<file path="src/rtl/accum_pkg.sv">
// Shared definitions for the nibble-serial accumulator: FSM state encoding
// and the width of the reused adder slice.
package accum_pkg;

  typedef enum logic [1:0] {
    IDLE = 2'd0,
    ADD  = 2'd1,
    DONE = 2'd2
  } state_t;

  localparam int NIB_W = 4;

endpackage

</file>
<file path="src/rtl/add_slice_4.sv">
// Pure combinational 4-bit adder slice; the accumulator time-multiplexes one
// instance across all nibbles of the operand.
module add_slice_4
  import accum_pkg::*;
(
  input  logic [NIB_W-1:0] a,
  input  logic [NIB_W-1:0] b,
  input  logic             cin,
  output logic [NIB_W-1:0] s,
  output logic             cout
);

  // Widen by one bit so the carry falls out of the top of the sum.
  assign {cout, s} = {1'b0, a} + {1'b0, b} + {{NIB_W{1'b0}}, cin};

endmodule

</file>
<file path="src/rtl/accum_nibble_serial.sv">
// Nibble-serial accumulator: each accepted operand is added into the
// accumulator one nibble per cycle (LSB first) with the carry registered
// between nibbles, then the result is offered on an output handshake.
// Optional build macro ACCUM_SAT_EN: unsigned saturation to all-ones when the
// final add carries out (flags still describe the unsaturated sum).
module accum_nibble_serial
  import accum_pkg::*;
#(
  parameter int ACC_W = 16
) (
  input  logic             clk,
  input  logic             rst_n,
  input  logic             clr,
  input  logic             in_valid,
  output logic             in_ready,
  input  logic [ACC_W-1:0] in_data,
  input  logic             in_cin,
  output logic             out_valid,
  input  logic             out_ready,
  output logic [ACC_W-1:0] out_sum,
  output logic             out_cout,
  output logic             out_ovf
);

  localparam int NIB   = ACC_W / NIB_W;
  localparam int CNT_W = (NIB > 1) ? $clog2(NIB) : 1;

  state_t           state_reg, state_next;
  logic [ACC_W-1:0] acc_reg, acc_next;
  logic [ACC_W-1:0] op_reg, op_next;
  logic             carry_reg, carry_next;
  logic [CNT_W-1:0] cnt_reg, cnt_next;
  logic             cout_reg, cout_next;
  logic             ovf_reg, ovf_next;
  logic             msb_reg, msb_next;   // accumulator MSB before this add

  logic [NIB_W-1:0] acc_nib [NIB];
  logic [NIB_W-1:0] op_nib  [NIB];
  logic [NIB_W-1:0] slice_s;
  logic             slice_cout;
  logic             last_nib;

  // Split accumulator and operand into nibble lanes for the slice mux.
  for (genvar gi = 0; gi < NIB; gi++) begin : g_nib
    assign acc_nib[gi] = acc_reg[gi*NIB_W +: NIB_W];
    assign op_nib[gi]  = op_reg[gi*NIB_W +: NIB_W];
  end

  add_slice_4 u_slice (
    .a    (acc_nib[cnt_reg]),
    .b    (op_nib[cnt_reg]),
    .cin  (carry_reg),
    .s    (slice_s),
    .cout (slice_cout)
  );

  assign last_nib = (cnt_reg == CNT_W'(NIB - 1));

  // Handshake outputs; in_ready is held low while reset is asserted.
  assign in_ready  = rst_n && (state_reg == IDLE) && !clr;
  assign out_valid = (state_reg == DONE);
  assign out_sum   = acc_reg;
  assign out_cout  = cout_reg;
  assign out_ovf   = ovf_reg;

  // Next-state and datapath update; clr overrides every state.
  always_comb begin
    state_next = state_reg;
    acc_next   = acc_reg;
    op_next    = op_reg;
    carry_next = carry_reg;
    cnt_next   = cnt_reg;
    cout_next  = cout_reg;
    ovf_next   = ovf_reg;
    msb_next   = msb_reg;
    if (clr) begin
      state_next = IDLE;
      acc_next   = '0;
      carry_next = 1'b0;
      cnt_next   = '0;
      cout_next  = 1'b0;
      ovf_next   = 1'b0;
    end else begin
      case (state_reg)
        IDLE: begin
          if (in_valid) begin
            op_next    = in_data;
            carry_next = in_cin;
            cnt_next   = '0;
            msb_next   = acc_reg[ACC_W-1];
            state_next = ADD;
          end
        end
        ADD: begin
          acc_next[cnt_reg*NIB_W +: NIB_W] = slice_s;
          carry_next = slice_cout;
          cnt_next   = cnt_reg + 1'b1;
          if (last_nib) begin
            cnt_next   = '0;
            state_next = DONE;
            cout_next  = slice_cout;
            ovf_next   = (msb_reg == op_reg[ACC_W-1]) &&
                         (slice_s[NIB_W-1] != op_reg[ACC_W-1]);
`ifdef ACCUM_SAT_EN
            if (slice_cout) begin
              acc_next = '1;
            end
`endif
          end
        end
        DONE: begin
          if (out_ready) begin
            state_next = IDLE;
          end
        end
        default: state_next = IDLE;
      endcase
    end
  end

  // State and datapath registers with asynchronous active-low reset.
  always_ff @(posedge clk or negedge rst_n) begin
    if (!rst_n) begin
      state_reg <= IDLE;
      acc_reg   <= '0;
      op_reg    <= '0;
      carry_reg <= 1'b0;
      cnt_reg   <= '0;
      cout_reg  <= 1'b0;
      ovf_reg   <= 1'b0;
      msb_reg   <= 1'b0;
    end else begin
      state_reg <= state_next;
      acc_reg   <= acc_next;
      op_reg    <= op_next;
      carry_reg <= carry_next;
      cnt_reg   <= cnt_next;
      cout_reg  <= cout_next;
      ovf_reg   <= ovf_next;
      msb_reg   <= msb_next;
    end
  end

endmodule

</file>
<file path="config.mk">
export PLATFORM = sky130hd
export DESIGN_NAME = accum_nibble_serial
export DESIGN_NICKNAME = d
export VERILOG_FILES = /design/src/rtl/accum_pkg.sv /design/src/rtl/add_slice_4.sv /design/src/rtl/accum_nibble_serial.sv
export SDC_FILE = /design/constraint.sdc
export NUM_CORES = 1
export LEC_CHECK = 0
export ABC_AREA = 1
export BUFFER_PORTS_ARGS = -buffer_cell sky130_fd_sc_hd__buf_2
export CAP_MARGIN = 40
export CORE_UTILIZATION = 40
export CTS_BUF_LIST = sky130_fd_sc_hd__clkbuf_8
export DETAILED_ROUTE_END_ITERATION = 7
export PLACE_DENSITY = 0.64
export SYNTH_ARGS = -nofsm -noshare
export SYNTH_HDL_FRONTEND = slang
export SYNTH_SLANG_ARGS = --single-unit
</file>
<file path="constraint.sdc">
create_clock -name clk -period 4.5 [get_ports clk]
set_input_delay 0.675 -clock clk [delete_from_list [all_inputs] [get_ports clk]]
set_output_delay 0.675 -clock clk [all_outputs]
set_load 0.05 [all_outputs]
</file>
==> out/results.txt <==
The number of diodes was 0; the placer congestion estimate was 0.861. The post-route netlist has 26.5% of its cells at a drive strength greater than 1. The initial antenna violation count came out at 0. Synthesis handed over a netlist of 229 instances.

In this run, the number of DRC markers left after iteration 0 of detailed routing was 218. The hold violation count in the final report is 0, and the area growth from synthesis to final layout is 16.4%. Sum of overflow across all layers after global routing: 0. Buffers added to address setup during post-CTS repair amount to 0. After layout, the worst path uses 67.2% of the clock period. After clock tree synthesis, the flow added hold-fix buffers numbering 0. Setup violations remaining at the end of the flow were counted as 0. Entering global routing, the biggest net connects 42 pins. In this run, synthesis produced a sequential element count of 40.

The root buffer cell chosen for the clock tree is sky130_fd_sc_hd__clkbuf_8. 42 I/O pins were placed. Unique cell type count in the Yosys netlist: 26. After synthesis, the share of flip-flops with an asynchronous set or reset is 100%. The run gives 8030 um as the wire length of the first global-routing pass. The total power per unit cell area is 419 nW/um^2. The detail-routed net length per standard cell was 13.7 um; the maximum fanout count along the critical path was 27. The die covers 5510 sq um. VDD sags by at most 206 uV.

Summed over its instances, the top area cell type makes up 47.9% of the synthesized netlist area. After synthesis, the cell types taking the most area are sky130_fd_sc_hd__dfrtp_1 48%, sky130_fd_sc_hd__mux2_2 9.2%, sky130_fd_sc_hd__o21ai_0 7.4%, sky130_fd_sc_hd__nand2_1 6.8%, sky130_fd_sc_hd__ha_1 4.2%. In this run the worst hold path is classified as in2async.

TritonCTS built the clock tree. STA classifies the critical path endpoint as a register. Registers take 1000 sq um. The run gives 0 as the total of max-cap violations. The run finished with clean final reports. At the pin with the least slew margin, the transition time is 0.761 ns. The synthesized design spends more area on one cell type than any other, namely sky130_fd_sc_hd__dfrtp_1. The ratio of routed vias to standard cells works out to 5.03. Measured along the y axis, the die boundary spans 74.3 um. Setup repair after global routing left no endpoint under its margin. For the final design utilization, the log shows 49.8%. The type of origin of the critical path is a register. The final layout contains routed wiring with a total length of 4660 um. Global routing consumed, on the met3 layer, 4.34% of the routing resources. No sink is reached through more buffers than the 2 on the longest clock path. For the worst-skew pair, the clock arrives at the later sink with an insertion delay of 0.29 ns. Measured against its own limit, the worst slew margin works out to 49.3%. The share of the Yosys chip area taken by registers is 47.9%. The tools report the met1 routing resource usage after global routing as 25.5%. The overall via count from detail_route is 1705. For flop-to-flop paths, the worst setup slack is 1.48 ns. Global routing used 31.6% of the available met2 tracks.

Number of detailed-route iterations in the first pass: 4. The most used flip-flop cell after synthesis was sky130_fd_sc_hd__dfrtp_1. The tools report the area used by multi-input combinational logic as 965 sq um. The net count of the finished layout is 302. The die width is 74.3 um. The logs give 0 for the final-report max-slew violation count and 1702 for the via count of the first global-routing pass.

Setup total negative slack on the finished layout was measured at 0 ns. The total clock buffers created by CTS was 5; the half-perimeter wire length of the detailed placement result was 3600 um. Row generation in the floorplan step produced 25 rows.

The core region is 4880 sq um. Yosys mapped a number of flops with a built-in enable equal to 0. The port buffer count was 41.

For the initial cell density of the core, the log shows 42.8%. After clock tree synthesis, the clock-pin slew on the worst setup and hold paths is 0.07 ns. Final cell area excluding filler cells: 2430 sq um.

The tools report the number of gates resized after cts as 0. Total clock sinks: 40. In this run the most used layer during global routing was met2. The upper clock frequency limit is 331 MHz. Each instance of the synthesized netlist takes up on average 9.12 sq um.

The run gives 4.70 ns as the required time of the worst setup path. The arrival time of the worst setup path was 3.23 ns; the reported leakage power was 1.21 nW. Once placement finished, the instance area stood at 2340 sq um. The Yosys step of the flow raised 0 warnings. In the routed design, unresolved DRC markers number 0. In this run the cell area of the synthesized design comes to 2090 sq um. For the post-synth net total, the log shows 260. The setup path with the least slack is of type reg2reg. Number of antenna-violating nets in the routed design: 0. For the H-tree depth, the log shows 2. The worst clock skew was 0.00483 ns; the minimum clock period was 3.02 ns. The total routing resource utilization after global routing is 19.1%. The layout has 494 filler cells.
cell usage in the layout (no fill, tap or decap), types with 2 or more instances in the layout:
cell type / count
sky130_fd_sc_hd__buf_2: 41
sky130_fd_sc_hd__dfrtp_1: 40
sky130_fd_sc_hd__nand2_1: 38
sky130_fd_sc_hd__o21ai_0: 31
sky130_fd_sc_hd__nor2_1: 22
sky130_fd_sc_hd__inv_1: 21
sky130_fd_sc_hd__mux2_2: 17
sky130_fd_sc_hd__nand3_1: 13
sky130_fd_sc_hd__o22ai_1: 8
sky130_fd_sc_hd__ha_1: 7
sky130_fd_sc_hd__clkbuf_8: 6
sky130_fd_sc_hd__a21oi_1: 5
sky130_fd_sc_hd__o21ai_1: 4
sky130_fd_sc_hd__nand4_1: 3
sky130_fd_sc_hd__o31ai_1: 3
sky130_fd_sc_hd__inv_2: 2
sky130_fd_sc_hd__nor2_2: 2
sky130_fd_sc_hd__fa_1: 2
metrics by stage:
stage	power (mW)	cells	hold WS (ns)	setup slack, ns
6_report	1.02	339	0.423	1.48
5_1_grt	1.09	339	0.501	1.23
4_1_cts	1.02	339	0.460	1.49
3_5_place_dp	0.788	331	0.469	1.51
3_3_place_gp	0.779	331	0.464	1.60
2_1_floorplan	0.697	229	0.379	2.17
critical path, stage by stage (launching register included):
cell and delay, ns:
sky130_fd_sc_hd__dfrtp_1 0.84, sky130_fd_sc_hd__inv_2 0.29, sky130_fd_sc_hd__o21ai_0 0.22, sky130_fd_sc_hd__o22ai_1 0.11, sky130_fd_sc_hd__fa_1 0.44, sky130_fd_sc_hd__fa_1 0.41
sky130_fd_sc_hd__xor2_1 0.27, sky130_fd_sc_hd__nand3_1 0.13, sky130_fd_sc_hd__o21ai_0 0.21
cell type report:
class | instances | share of cell area, %
multi-input cells | 161 | 39.7
clock inverters | 2 | 0.309
repair buffers | 42 | 8.75
flip-flops and latches | 40 | 41.2
well taps | 67 | 3.45
clock buffers | 6 | 3.40
inverters | 21 | 3.24
final timing paths:
check / startpoint / endpoint / cells after the start
max reg2reg: cnt_reg[0] / out_sum[14] / 8
max in group asynchronous: rst_n / state_reg[1] / 2
min in group clk: out_ovf / out_ovf / 2
max: cnt_reg[0] / out_sum[14] / 8
min reg2reg: out_ovf / out_ovf / 2
min: rst_n / out_sum[0] / 2
metal layers:
layer | vias to the layer above | routed length (um)
met1 | 782 | 2180
li1 | 861 | -
met2 | 58 | 2210
met5 | - | 0
met4 | 0 | 26
met3 | 4 | 243
report_power, final:
| part | switching, mW | internal, mW |
|---|---|---|
| sequential | 0.0419 | 0.407 |
| combinational | 0.210 | 0.121 |
| clock | 0.118 | 0.120 |
logic make-up after synthesis:
logic type	count (synthesis)	synth area share, %
and+or+nand+nor	83	17.4
AOI/OAI and AO/OA	51	13.1
DFF	40	47.9
buffers and inverters	28	5.87
muxes	17	9.17
adders and majority gates	9	6.11
xor gates and xnor gates	1	0.419
cell usage after synthesis (all sizes together) (4+ instances only):
cell	count
a21oi	5
clkbuf	4
inv	21
o21ai	35
o22ai	8
ha	7
mux2	17
nand3	14
nand2	39
nor2	24
dfrtp	40
Power figures use the tool's default switching activity.
